--- src/rtl/pipeline_hazard_controller.sv ---
// pipeline_hazard_controller
// Hazard unit for a 5-stage pipeline: detects load-use hazards, holds the
// pipeline during data-memory wait requests and flushes the front end on a
// taken branch/jump resolved in MEM. A branch seen while memory is busy is
// remembered and applied as a single flush once the wait ends.
// All control outputs are combinational from the current state and inputs.
//
// Ports:
//   clk, reset                    clock, synchronous active-high reset
//   in_IFID_Rs, in_IFID_Rt        source registers of the instruction in ID
//   in_IDEX_MemRead, in_IDEX_Rt   load in EX and its destination register
//   in_MEM_PCSrc                  taken branch/jump resolved in MEM
//   in_MemBusy                    data-memory wait request
//   out_PCWrite, out_IFID_Write   PC and IF/ID load enables
//   out_IFID_Flush, out_IDEX_Flush, out_EXMEM_Flush  pipeline register clears
//   out_PipeHold                  freezes ID/EX, EX/MEM, MEM/WB
//   out_Stalled                   high in load-use stall and busy cycles
//   out_StallCount                cumulative saturating stall-cycle count
//
// Optional feature: define HAZARD_STALL_COUNTER_EN to build the stall
// counter; otherwise out_StallCount is tied to zero and no register exists.
module pipeline_hazard_controller #(
  parameter int unsigned STALL_COUNT_WIDTH = 16
) (
  input  logic                         clk,
  input  logic                         reset,
  input  logic [4:0]                   in_IFID_Rs,
  input  logic [4:0]                   in_IFID_Rt,
  input  logic                         in_IDEX_MemRead,
  input  logic [4:0]                   in_IDEX_Rt,
  input  logic                         in_MEM_PCSrc,
  input  logic                         in_MemBusy,
  output logic                         out_PCWrite,
  output logic                         out_IFID_Write,
  output logic                         out_IFID_Flush,
  output logic                         out_IDEX_Flush,
  output logic                         out_EXMEM_Flush,
  output logic                         out_PipeHold,
  output logic                         out_Stalled,
  output logic [STALL_COUNT_WIDTH-1:0] out_StallCount
);

  typedef enum logic [1:0] {RUN, LOADUSE, MEMWAIT, FLUSH} state_t;

  state_t r_state;
  state_t w_next_state;
  logic   r_flush_pend;
  logic   w_flush_pend_next;
  logic   w_load_use;

  // Load whose destination (never r0) feeds the instruction in decode
  assign w_load_use = in_IDEX_MemRead && (in_IDEX_Rt != 5'd0) &&
                      ((in_IDEX_Rt == in_IFID_Rs) || (in_IDEX_Rt == in_IFID_Rt));

  // Next state and outputs; priority reset > busy > flush > load-use
  always_comb begin
    out_PCWrite       = 1'b1;
    out_IFID_Write    = 1'b1;
    out_IFID_Flush    = 1'b0;
    out_IDEX_Flush    = 1'b0;
    out_EXMEM_Flush   = 1'b0;
    out_PipeHold      = 1'b0;
    out_Stalled       = 1'b0;
    w_next_state      = RUN;
    w_flush_pend_next = r_flush_pend;

    if (reset) begin
      out_PCWrite       = 1'b0;
      out_IFID_Write    = 1'b0;
      out_IFID_Flush    = 1'b1;
      out_IDEX_Flush    = 1'b1;
      out_EXMEM_Flush   = 1'b1;
      w_flush_pend_next = 1'b0;
    end else if (in_MemBusy) begin
      out_PCWrite    = 1'b0;
      out_IFID_Write = 1'b0;
      out_PipeHold   = 1'b1;
      out_Stalled    = 1'b1;
      w_next_state   = MEMWAIT;
      // A redirect during the wait is only remembered, never counted
      if (in_MEM_PCSrc) w_flush_pend_next = 1'b1;
    end else if (in_MEM_PCSrc || r_flush_pend) begin
      // Flush wins over a simultaneous load-use: the stalled instruction dies anyway
      out_IFID_Flush    = 1'b1;
      out_IDEX_Flush    = 1'b1;
      out_EXMEM_Flush   = 1'b1;
      w_next_state      = FLUSH;
      w_flush_pend_next = 1'b0;
    end else if (w_load_use && (r_state != LOADUSE)) begin
      out_PCWrite    = 1'b0;
      out_IFID_Write = 1'b0;
      out_IDEX_Flush = 1'b1;
      out_Stalled    = 1'b1;
      w_next_state   = LOADUSE;
    end
  end

  // State and pending-flush registers
  always_ff @(posedge clk) begin
    if (reset) begin
      r_state      <= RUN;
      r_flush_pend <= 1'b0;
    end else begin
      r_state      <= w_next_state;
      r_flush_pend <= w_flush_pend_next;
    end
  end

`ifdef HAZARD_STALL_COUNTER_EN
  logic [STALL_COUNT_WIDTH-1:0] r_stall_count;

  // Saturating count of stalled cycles
  always_ff @(posedge clk) begin
    if (reset) begin
      r_stall_count <= '0;
    end else if (out_Stalled && (r_stall_count != '1)) begin
      r_stall_count <= r_stall_count + STALL_COUNT_WIDTH'(1);
    end
  end

  assign out_StallCount = r_stall_count;
`else
  assign out_StallCount = '0;
`endif

endmodule

--- config.mk ---
export PLATFORM = sky130hd
export DESIGN_NAME = pipeline_hazard_controller
export DESIGN_NICKNAME = d
export VERILOG_FILES = /design/src/rtl/pipeline_hazard_controller.sv
export SDC_FILE = /design/constraint.sdc
export NUM_CORES = 1
export LEC_CHECK = 0
export CORE_UTILIZATION = 26
export CTS_CLUSTER_SIZE = 20
export DETAILED_ROUTE_END_ITERATION = 6
export GPL_TIMING_DRIVEN = 0
export PLACE_DENSITY = 0.85
export SLEW_MARGIN = 20
export SYNTH_ARGS = -nofsm -noshare
export SYNTH_HDL_FRONTEND = slang
export SYNTH_SLANG_ARGS = --single-unit
export TNS_END_PERCENT = 50
--- constraint.sdc ---
create_clock -name clk -period 2.3 [get_ports clk]
set_input_delay 0.69 -clock clk [delete_from_list [all_inputs] [get_ports clk]]
set_output_delay 0.69 -clock clk [all_outputs]
set_load 0.02 [all_outputs]
==> qor.csv <==
stage,metric,value,unit
clock_tree,Max Root-Sink Buffers,2,
clock_tree,"Clk pin slew, worst setup/hold paths",0.04,ns
synthesis,Mapped Area,437,µm²
cells_and_area,nets,129,
synthesis,Compound-Gate Fraction of Synth Area,15.5,%
sta,Fmax,0.388,GHz
routing,number of DRC markers in iteration 0,3,
worst_setup_path,"Max FO, Critical Path",3,
floorplan,Die W,43.0,µm
pwr,share of power burned in registers,18.2,%
pwr,Comb power frac,51.6,%
synthesis,Synth async-reset ratio,0,%
synthesis,main flop type after synthesis,dfxtp_1,
synthesis,xor and xnor fraction of the mapped netlist area,20.1,%
synthesis,post-synthesis mux area share,0,%
worst_setup_path,FF-to-FF Start,r_state[0],
placed_design,Placer Congestion,0.745,
cells_and_area,area added between synthesis and finish,97.1,%
synthesis,largest cells by area after synthesis,"buf_4 31%, xor2_1 20%, dfxtp_1 14%, nor2_1 7.7%, o221ai_4 6.0%",
floorplan,I/O pins,43,
clock_tree,CTS root buf,clkbuf_4,
routing,vias,509,
pwr,power share of the clock group,30.1,%
run,MaxCap Viol Count,0,
pwr,Switching Share,36.2,%
routing,Remaining DRCs,0,
sta,final hold viol count,0,
worst_setup_path,startpoint types,input pin,
synthesis,Adder-Cell Fraction of Synth Area,0,%
global_route,GRT Residual Overflow,0,
clock_tree,CTS Buf Count,3,
worst_setup_path,worst path required time,1.61,ns
routing,router iterations before antenna repair,4,
placed_design,I/O Buffers,26,
synthesis,simple-gate share of the synthesized area,16.3,%
floorplan,Initial Util,28.3,%
worst_hold_path,Hold Path Class,flop to flop,
floorplan,CORE AREA,1540,µm²
floorplan,die extent in y,43.0,µm
status,status,"complete, but fails checks",
synthesis,sequential area share after synthesis,13.8,%
global_route,GRT Overall Usage,14.5,%
cells_and_area,diode count,0,
cells_and_area,share of cells above drive strength 1,50.9,%
sta,Setup TNS,-1.04,ns
worst_setup_path,WS Path Type,input pin to output port,
worst_setup_path,Worst path slowest cell,o31a_1,
synthesis,number of flops mapped to enable cells by yosys,0,
sta,Clock Skew,0.000151,ns
pwr,Net Switching,114,µW
clock_tree,Sinks on Clock Net,3,
placed_design,dpl hpwl,968,µm
synthesis,post-synth top area share,30.9,%
routing,Avg Vias per Cell,4.10,
status,failing checks,setup timing,
clock_tree,"Clk Latency, worst-skew pair",0.24,ns
routing,Routed WL,1.33,mm
routing,wire length per cell,10.7,µm
synthesis,largest family of logic cells by synthesized area,buffers and inverters,
pwr,Pint,201,µW
worst_setup_path,Worst Setup SP,in_IFID_Rs[1],
pwr,PwrDens,366,nW/µm²
sta,fin crit share,112,%
synthesis,Yosys cell types,16,
sta,post-route minimum period,2.58,ns
worst_setup_path,Worst EP arrival,1.89,ns
worst_setup_path,critical path's most frequent cell,buf_6,
pwr,Worst VDD drop,0.000198,V
worst_setup_path,CP cell instances,"dlygate4sd2_1, xor2_1, nor2_1, a22oi_2, o31a_1, buf_6, buf_6",
synthesis,post-synthesis instance total,56,
synthesis,"Avg Cell Area, Syn",7.80,µm²
clock_tree,"Hold-fix buffers, CTS",0,
pwr,Leakage,0.000455,µW
clock_tree,CTS tree,yes,
global_route,first-pass GRT wire length,1.90,mm
global_route,vias in the first global route,483,
sta,fin worst setup slack,-0.277,ns
synthesis,Synth top cells by count,"18 x buf_4, 10 x xor2_1, 9 x nor2_1",
sta,RSZ-0062 raised after global routing,yes,
pwr,Pwr Total,315,µW
floorplan,FP Rows,14,
worst_hold_path,hold path start,r_state[1],
worst_setup_path,Worst Setup End Kind,output port,
synthesis,top-count cell post-synth,buf_4,
routing,"antenna viol nets, final",0,
global_route,initial antenna violation count,0,
global_route,largest net degree at the start of global routing,7,
synthesis,Synth area leader,buf_4,
sta,# setup viols final,5,
floorplan,DIE AREA,1850,µm²
placed_design,Post-Place Setup Slack,-1.25,ns
synthesis,#FFs+latches synth,3,
sta,Pins Over Slew Limit,0,
worst_setup_path,CP max stage delay,0.33,ns
clock_tree,H-tree levels,1,
synthesis,Ys Warns,0,
-- repair_timing --
action / 4_1_cts / 5_1_grt
setup endpoints to repair: 7 / 7
resized for setup: 73 / 20
buffers inserted: 7 / 0
pin swaps: 15 / 14
-- worst max-delay path, delay by kind of cell --
kind,cells,cell delay [ns]
buffers and inverters,3,0.47
and+or+nand+nor,1,0.15
xor gates and xnor gates,1,0.14
AOI/OAI and AO/OA,2,0.44
-- path summary, 6_finish.rpt --
| check | to | cells past startpoint | slack, ns |
|---|---|---|---|
| setup / recovery | out_PCWrite | 7 | -0.28 |
| hold / removal | r_state[0] | 3 | 0.72 |
| setup reg to reg | r_state[0] | 4 | 1.32 |
| hold reg to reg | r_state[0] | 3 | 0.72 |
-- layout make-up --
class / instances / area (µm²)
plain buffers: 18 / 139
clock buffers: 4 / 26.3
fillers: 149 / 681
inverters: 3 / 11.3
multi-input cells: 47 / 337
flip-flops and latches: 3 / 60.1
well taps: 16 / 20.0
repair buffers: 33 / 268
-- cell usage in the layout, fill, tap and decap left out, types with 2 or more instances in the layout --
cell             instances
nor3_2                   2
xor2_1                   7
xor2_2                   3
clkbuf_4                 3
conb_1                  16
clkdlybuf4s15_1          6
buf_4                   28
dfxtp_1                  3
nor2_1                   8
buf_6                    3
inv_1                    3
clkbuf_2                 5
dlygate4sd2_1            3
buf_2                    3
-- metal layers --
metal / global-route usage (%) / up-vias / wire length, µm
li1: - / 250 / -
met2: 27.3 / 27 / 732
met1: 12.5 / 226 / 463
met4: 13.3 / 0 / 55
met3: 2.55 / 6 / 80
met5: 0 / - / 0
-- per-stage QoR --
stage / hold WS [ns] / instances / util [%] / instance area [µm²]
finish: 0.724 / 124 / 55.8 / 861
global route: 0.754 / 124 / 55.8 / 861
CTS: 0.695 / 124 / 54.5 / 841
detailed placement: 0.487 / 113 / 50.9 / 785
global placement: 0.469 / 113 / 50.9 / 785
floorplan: 0.456 / 71 / - / 504
-- power groups by stage --
stage | combinational, µW | sequential, µW | clock [µW]
floorplan | 89.3 | 57.5 | 0
global placement | 147 | 57.6 | 0
detailed placement | 150 | 57.8 | 0
CTS | 153 | 57.1 | 96.8
global route | 173 | 57.5 | 105
finish | 162 | 57.3 | 94.9
-- logic make-up after synthesis --
family,after synthesis
xor gates and xnor gates,10
DFF,3
and+or+nand+nor,15
buffers and inverters,21
AOI/OAI and AO/OA,6
other,1
-- sequential cells by signal, summed over array words and instances, names as in the netlist --
register and count:
r_state 2, r_flush_pend 1
(Power assumes the default switching activity.)
